===== src/rtl/neander_io_port.sv =====
// rtl/neander_io_port.sv - NEANDER-X OUT/IN port responder with TX and RX byte FIFOs
module neander_io_port #(
    parameter int DEPTH = 4
) (
    input  logic       clk,
    input  logic       reset,
    input  logic       io_write,
    input  logic [7:0] io_wdata,
    input  logic       io_data_rd,
    input  logic       io_stat_rd,
    output logic [7:0] io_in,
    output logic [7:0] io_status,
    output logic [7:0] ext_tx_data,
    output logic       ext_tx_valid,
    input  logic       ext_tx_ready,
    input  logic [7:0] ext_rx_data,
    input  logic       ext_rx_valid,
    output logic       ext_rx_ready
);

    localparam int AW = $clog2(DEPTH);
    localparam int CW = AW + 1;
    localparam logic [CW-1:0] FULL_COUNT = CW'(DEPTH);
    localparam logic [CW-1:0] CNT_STEP   = CW'(1);
    localparam logic [AW-1:0] PTR_STEP   = AW'(1);

    logic [7:0]    tx_mem [DEPTH];
    logic [AW-1:0] tx_wptr, tx_rptr;
    logic [CW-1:0] tx_count;
    logic [7:0]    rx_mem [DEPTH];
    logic [AW-1:0] rx_wptr, rx_rptr;
    logic [CW-1:0] rx_count;
    logic          rx_ovf, tx_ovf;

    logic tx_full, tx_empty, rx_full, rx_empty;
    logic tx_push, tx_pop, rx_push, rx_pop;
    logic tx_ovf_event, rx_ovf_event;

    // Full/empty come from registered counts only, so a same-cycle pop never frees room for a push.
    assign tx_full  = (tx_count == FULL_COUNT);
    assign tx_empty = (tx_count == '0);
    assign rx_full  = (rx_count == FULL_COUNT);
    assign rx_empty = (rx_count == '0);

    assign tx_push      = io_write && !tx_full;
    assign tx_pop       = ext_tx_ready && !tx_empty;
    assign rx_push      = ext_rx_valid && !rx_full;
    assign rx_pop       = io_data_rd && !rx_empty;
    assign tx_ovf_event = io_write && tx_full;
    assign rx_ovf_event = ext_rx_valid && rx_full;

    assign ext_tx_valid = !tx_empty;
    assign ext_tx_data  = tx_empty ? 8'h00 : tx_mem[tx_rptr];
    assign ext_rx_ready = !rx_full;
    assign io_in        = rx_empty ? 8'h00 : rx_mem[rx_rptr];
    assign io_status    = {3'b000, tx_ovf, rx_ovf, tx_empty, tx_full, !rx_empty};

    // TX storage: written only on an accepted push; contents are don't-care while not counted.
    always_ff @(posedge clk) begin
        if (tx_push) begin
            tx_mem[tx_wptr] <= io_wdata;
        end
    end

    // TX pointers and occupancy count.
    always_ff @(posedge clk or posedge reset) begin
        if (reset) begin
            tx_wptr  <= '0;
            tx_rptr  <= '0;
            tx_count <= '0;
        end else begin
            if (tx_push) begin
                tx_wptr <= tx_wptr + PTR_STEP;
            end
            if (tx_pop) begin
                tx_rptr <= tx_rptr + PTR_STEP;
            end
            case ({tx_push, tx_pop})
                2'b10:   tx_count <= tx_count + CNT_STEP;
                2'b01:   tx_count <= tx_count - CNT_STEP;
                default: tx_count <= tx_count;
            endcase
        end
    end

    // RX storage: written only on a completed source handshake.
    always_ff @(posedge clk) begin
        if (rx_push) begin
            rx_mem[rx_wptr] <= ext_rx_data;
        end
    end

    // RX pointers and occupancy count.
    always_ff @(posedge clk or posedge reset) begin
        if (reset) begin
            rx_wptr  <= '0;
            rx_rptr  <= '0;
            rx_count <= '0;
        end else begin
            if (rx_push) begin
                rx_wptr <= rx_wptr + PTR_STEP;
            end
            if (rx_pop) begin
                rx_rptr <= rx_rptr + PTR_STEP;
            end
            case ({rx_push, rx_pop})
                2'b10:   rx_count <= rx_count + CNT_STEP;
                2'b01:   rx_count <= rx_count - CNT_STEP;
                default: rx_count <= rx_count;
            endcase
        end
    end

    // Sticky overflow flags: a status read clears them, but a coincident overflow keeps them set.
    always_ff @(posedge clk or posedge reset) begin
        if (reset) begin
            rx_ovf <= 1'b0;
            tx_ovf <= 1'b0;
        end else begin
            if (rx_ovf_event) begin
                rx_ovf <= 1'b1;
            end else if (io_stat_rd) begin
                rx_ovf <= 1'b0;
            end
            if (tx_ovf_event) begin
                tx_ovf <= 1'b1;
            end else if (io_stat_rd) begin
                tx_ovf <= 1'b0;
            end
        end
    end

endmodule


===== config.mk =====
export PLATFORM = sky130hd
export DESIGN_NAME = neander_io_port
export DESIGN_NICKNAME = d
export VERILOG_FILES = /design/src/rtl/neander_io_port.sv
export SDC_FILE = /design/constraint.sdc
export NUM_CORES = 1
export LEC_CHECK = 0
export CORE_MARGIN = 5
export CORE_UTILIZATION = 31
export DETAILED_ROUTE_END_ITERATION = 6
export HOLD_SLACK_MARGIN = 0.06
export PLACE_DENSITY = 0.5
export SETUP_SLACK_MARGIN = 0.3
export SYNTH_ARGS = -nofsm -noshare
export SYNTH_HDL_FRONTEND = slang
export SYNTH_SLANG_ARGS = --single-unit

===== constraint.sdc =====
create_clock -name clk -period 2.2 [get_ports clk]
set_clock_uncertainty 0.05 [all_clocks]
set_input_delay 0.33 -clock clk [delete_from_list [all_inputs] [get_ports clk]]
set_output_delay 0.33 -clock clk [all_outputs]
set_load 0.01 [all_outputs]

==> results.cfg, run 1 <==
[clocking]
htreeDepth = 3
cts_tree = done
cts.path.max_buffers = 2
cts.reportedPaths.clkPinSlew_ns = 0.08
postCtsHoldBufs = 0
cts_root_buffer = clkbuf_8
insertion_delay_ns = 0.34
cts_made_buffers = 9
clock_sinks = 80

[timing]
drv_slew = 0
setup_tns_ns = 0
period_share_pct = 96.2
hold_violations = 0
tightest_slew_ns = 0.663
fmax_ghz = 0.472
setup_viol_count_final = 0
relSlewSlack_pct = 55.7
grt_setup_unrepaired = true
fin_crit_ns = 2.12

[place]
io_buffers = 45
hpwl_um = 4170
place_congestion = 0.642

[critical_path]
slowest_stage = or3_4
critPathKind = flip-flop to output pin
path_cells = buf_6, or3_4, buf_8, and2_1, buf_2
cp_slowest_stage_delay_ns = 0.43
path_max_fanout = 6
critPathArrivalTime_ns = 1.74
worstSetupEndpointType = output pin
worstSetupStartpointType = flip-flop
required_ns = 1.82

[power_and_ir_drop]
leakagePower_nw = 1.81
power_mw = 6.35
irDropWorstVdd_v = 0.000530
powerDensity_mw_per_mm2 = 1360

[cells_and_area]
layout.nets = 321
diodes = 0
final_cell_mix = 64 x edfxtp_1, 28 x buf_4, 26 x buf_6, 24 x clkdlybuf4s50_1, 20 x and2_4
areaGrowthSynthToFinish_pct = 36.4
drive_above_1_share_pct = 47.1
layout_commonest_cell = edfxtp_1

[drt]
viasPerCell = 4.29
antenna_left = 0
routed_wirelength_um = 6480
wl_per_cell_um = 15.0
drc = 0
drt_first_pass_iters = 4
dr_total_vias = 1850
drt_iter0_drc = 96

[synth]
synthMuxAreaShare_pct = 11.8
yosysWarnings = 0
syn_avg_cell_area_um2 = 17.6
ys_ff_latch = 80
yosys.area_share.simple_pct = 7.50
synth_compound_area_share_pct = 0.291
yosysTopAreaCell = edfxtp_1
synth_xor_xnor_area_share_pct = 3.06
synth_area_mm2 = 0.00344
yosys-top-cells-area = edfxtp_1 56%, dfrtp_1 12%, mux4_2 10%, and2_1 4.4%, ha_1 3.6%
synth_top_family_by_area = multiplexers
yosys.area_share.adder_pct = 4.81
syn_inst = 195
ys_seq_area_share_pct = 67.6
synth_top_cell_area_share_pct = 55.9
ys_types = 27

[global_routing]
grt-ovfl-total = 0
antenna_found_initial = 0
grt_pass1_wl_um = 10300
track_usage_pct = 10.5
grt_max_degree = 17
grt_pass1_vias = 1928

[floorplan]
die_x_um = 115
die_h_um = 115
num_io_pins = 49
dieArea_mm2 = 0.0133
core_mm2 = 0.0108
start_util_pct = 31.7
rows = 38

[run]
maxCapViolations = 0

[hold_path]
hold_path.class = input pin to async pin

[outcome]
status = finished, final reports clean
-- kinds of logic (layout without fill, tap and decap cells) --
family,Yosys count,after routing
flops,80,80
simple gates,38,39
buf+inv,30,123
mux,20,20
fa+ha+maj,12,12
xor+xnor,12,12
compound gates,2,2
other cells,1,3
-- Yosys cell counts --
| master | number |
|---|---|
| edfxtp_1 | 64 |
| and2_1 | 24 |
| inv_1 | 17 |
| dfrtp_1 | 16 |
| mux4_2 | 16 |
| ha_1 | 10 |
| buf_4 | 7 |
| xnor2_1 | 6 |
| xor2_1 | 6 |
| buf_6 | 3 |
| and2_4 | 2 |
| clkbuf_2 | 2 |
| fa_1 | 2 |
| mux2i_1 | 2 |
| nand2_1 | 2 |
| nor2_1 | 2 |
| nor2b_2 | 2 |
| nor3b_2 | 2 |
| o21ai_0 | 2 |
| buf_2 | 1 |
| conb_1 | 1 |
| mux2_1 | 1 |
| mux2_4 | 1 |
| nand3_1 | 1 |
| nand3_2 | 1 |
| or3_1 | 1 |
| or3_4 | 1 |
-- sequential cells by signal, summed over array words and instances (netlist names) --
register	count
tx_count	3
tx_ovf	1
tx_mem	32
rx_rptr	2
rx_ovf	1
tx_wptr	2
rx_wptr	2
tx_rptr	2
rx_mem	32
rx_count	3
-- critical path: cells and delay by family, from the launching register on --
family                 cells  cell delay, ns
and+or+nand+nor            2            0.57
buffers and inverters      3            0.41
DFF                        1            0.41
-- repair_timing --
| item | CTS | global route |
|---|---|---|
| setup endpoints to repair | 25 | 58 |
| resized for setup | 104 | 43 |
| gates cloned | 2 | 0 |
| buffers inserted | 20 | 5 |
| pin swaps | 26 | 8 |
-- through the flow --
stage | worst slack, ns | instances | instance area, µm² | hold WS, ns | util [%]
2_1_floorplan | 0.301 | 197 | 3440 | 0.194 | -
3_3_place_gp | 0.120 | 388 | 4120 | 0.426 | 38.0
3_5_place_dp | 0.0654 | 388 | 4120 | 0.437 | 38.0
4_1_cts | 0.0728 | 426 | 4510 | 0.350 | 41.6
5_1_grt | 0.00119 | 431 | 4690 | 0.386 | 43.2
6_report | 0.0835 | 431 | 4690 | 0.323 | 43.2
-- per-layer routing --
| layer | routed length (µm) | global-route usage, % |
|---|---|---|
| met2 | 3220 | 16.7 |
| met1 | 2950 | 13.6 |
| met5 | 0 | 0 |
| met3 | 187 | 2.84 |
| met4 | 128 | 4.46 |
-- cell type report --
cell class,count,area [µm²]
Sequential cell,80,2330
Timing Repair Buffer,90,880
Fill cell,992,6150
Clock buffer,9,124
Clock inverter,7,55.1
Inverter,17,66.3
Tap cell,140,175
Multi-Input combinational cell,88,1060
-- final timing paths --
path                        startpoint             end  slack, ns  depth (start not counted)
max                        tx_count[0]  ext_tx_data[0]       0.08                          5
min                              reset          tx_ovf       0.32                          2
max reg2reg                tx_count[0]     tx_count[2]       0.17                          9
min reg2reg                tx_count[2]     tx_count[2]       0.48                          1
max in group asynchronous        reset     rx_count[1]       1.31                          2
min in group clk           tx_count[2]     tx_count[2]       0.48                          1
-- report_power, final --
group	internal (mW)	total, mW	switching (mW)
Clock	0.422	0.995	0.574
Combinational	1.90	3.05	1.15
Sequential	2.06	2.31	0.249
Total	4.38	6.35	1.97
Note: power is estimated with default switching activity, not from simulation.
==> inputs of run 2 (changes only) <==
--- a/config.mk
+++ b/config.mk
@@ -9,7 +9,7 @@
 export CORE_UTILIZATION = 31
 export DETAILED_ROUTE_END_ITERATION = 6
 export HOLD_SLACK_MARGIN = 0.06
-export PLACE_DENSITY = 0.5
+export PLACE_DENSITY_LB_ADDON = 0.15
 export SETUP_SLACK_MARGIN = 0.3
 export SYNTH_ARGS = -nofsm -noshare
 export SYNTH_HDL_FRONTEND = slang
==> results.cfg, run 2 (same netlist as run 1, synthesis figures left out) <==
[drt]
antenna_left = 0
drc = 0
drt_iter0_drc = 53
wl_per_cell_um = 14.4
viasPerCell = 4.28
dr_total_vias = 1797
routed_wirelength_um = 6070
drt_first_pass_iters = 3

[power_and_ir_drop]
leakagePower_nw = 1.76
irDropWorstVdd_v = 0.000527
powerDensity_mw_per_mm2 = 1380
power_mw = 6.31

[clocking]
htreeDepth = 3
cts.reportedPaths.clkPinSlew_ns = 0.08
cts_tree = done
clock_sinks = 80
postCtsHoldBufs = 0
cts_made_buffers = 9
cts_root_buffer = clkbuf_8
insertion_delay_ns = 0.34
cts.path.max_buffers = 2

[critical_path]
worstSetupEndpointType = output pin
cp_num_buf_inv = 2
critPathKind = flip-flop to output pin
cp_slowest_stage_delay_ns = 0.50
required_ns = 1.82
worstSetupStartpointType = flip-flop
slowest_stage = mux4_2
path_cells = buf_12, mux4_2, and2_4, buf_2
crit_family = multiplexers
critPathArrivalTime_ns = 1.68
path_max_fanout = 8

[cells_and_area]
diodes = 0
areaGrowthSynthToFinish_pct = 33.1
fin_util_pct = 42.2
fill_cells = 1008
final_area_mm2 = 0.00457
drive_above_1_share_pct = 41.1
layout.nets = 310
finalNonFillerCells = 420
layout_commonest_cell = edfxtp_1
largestRegisters = rx_mem (32), tx_mem (32)
final_cell_mix = 64 x edfxtp_1, 29 x buf_4, 24 x clkdlybuf4s50_1, 16 x mux4_2, 15 x dfrtp_1

[timing]
tightest_slew_ns = 0.624
relSlewSlack_pct = 58.4
drv_slew = 0
grt_setup_unrepaired = true
fmax_ghz = 0.485
setup_tns_ns = 0
fin_crit_ns = 2.06
setup_viol_count_final = 0
period_share_pct = 93.8
timing.hold.ws_ns = 0.312
hold_violations = 0
setup_ws_ns = 0.137

[floorplan]
core_mm2 = 0.0108
dieArea_mm2 = 0.0133
num_io_pins = 49
die_x_um = 115
rows = 38
die_h_um = 115
start_util_pct = 31.7

[run]
maxCapViolations = 0

[global_routing]
grt_max_degree = 17
track_usage_pct = 10.0
grt_pass1_wl_um = 9910
antenna_found_initial = 0
grt-ovfl-total = 0
grt_pass1_vias = 1927

[place]
place_area_mm2 = 0.00412
place_ws_ns = 0.0352
io_buffers = 45
hpwl_um = 3920
place_congestion = 0.667
dpl.cell_count = 384

[outcome]
status = finished, final reports clean

[hold_path]
hold_path.class = input pin to async pin
[run 2: cell types whose count changed in the layout (fill, tap and decap cells not counted), sizes merged]
cell / change
bufinv: +3
clkinvlp: -1
clkbuf: +1
buf: -10
inv: -1
or3: -1
clkinv: -2
[run 2: area by class of cell]
type | instances | area (µm²) | area share (%)
multi-input cells | 87 | 1020 | 22.3
repair buffers | 80 | 743 | 16.3
clock inverters | 6 | 115 | 2.52
flip-flops and latches | 80 | 2320 | 50.8
clock buffers | 10 | 128 | 2.79
well taps | 140 | 175 | 3.83
inverters | 17 | 66.3 | 1.45
[run 2: worst reg2reg max path: stages (launching register included)]
cell     delay [ns]
dfrtp_1        0.41
or3_4          0.43
and2_4         0.16
ha_2           0.19
inv_2          0.05
fa_2           0.18
xor2_1         0.15
nor2_1         0.07
xor2_1         0.15
[run 2: what timing repair did]
item | 4_1_cts | 5_1_grt
cloned | 1 | 0
gates resized for setup | 94 | 23
hold endpoints to repair | 0 | 0
setup buffers | 13 | 6
pin swaps | 24 | 4
setup endpoints to repair | 25 | 23
[run 2: worst paths after layout]
| check | slack, ns | from | cells past startpoint | end |
|---|---|---|---|---|
| max | 0.14 | tx_rptr[0] | 4 | ext_tx_data[3] |
| min | 0.31 | reset | 2 | tx_ovf |
| max reg2reg | 0.25 | tx_count[0] | 8 | tx_count[2] |
| min reg2reg | 0.46 | tx_count[2] | 1 | tx_count[2] |
| max in group asynchronous | 1.35 | reset | 2 | rx_count[0] |
| min in group clk | 0.46 | tx_count[2] | 1 | tx_count[2] |
[run 2: layer usage]
| layer | GRT usage [%] | share of wire, % |
|---|---|---|
| met5 | 0 | 0 |
| met4 | 4.23 | 1.9 |
| met3 | 2.79 | 3.8 |
| met2 | 15.9 | 49 |
| met1 | 12.9 | 45 |
[run 2: report_power, final]
part / leakage [nW] / internal, mW / switching [mW]
Sequential: 0.775 / 2.05 / 0.210
Combinational: 0.869 / 1.66 / 1.10
Clock: 0.117 / 0.762 / 0.527
Total: 1.76 / 4.48 / 1.83
==> inputs of run 3 (changes only) <==
--- a/config.mk
+++ b/config.mk
@@ -5,6 +5,7 @@
 export SDC_FILE = /design/constraint.sdc
 export NUM_CORES = 1
 export LEC_CHECK = 0
+export ABC_CLOCK_PERIOD_IN_PS = 2200
 export CORE_MARGIN = 5
 export CORE_UTILIZATION = 31
 export DETAILED_ROUTE_END_ITERATION = 6
==> results of run 3 <==
The final DEF is identical to that of run 2; final timing and power are the same.
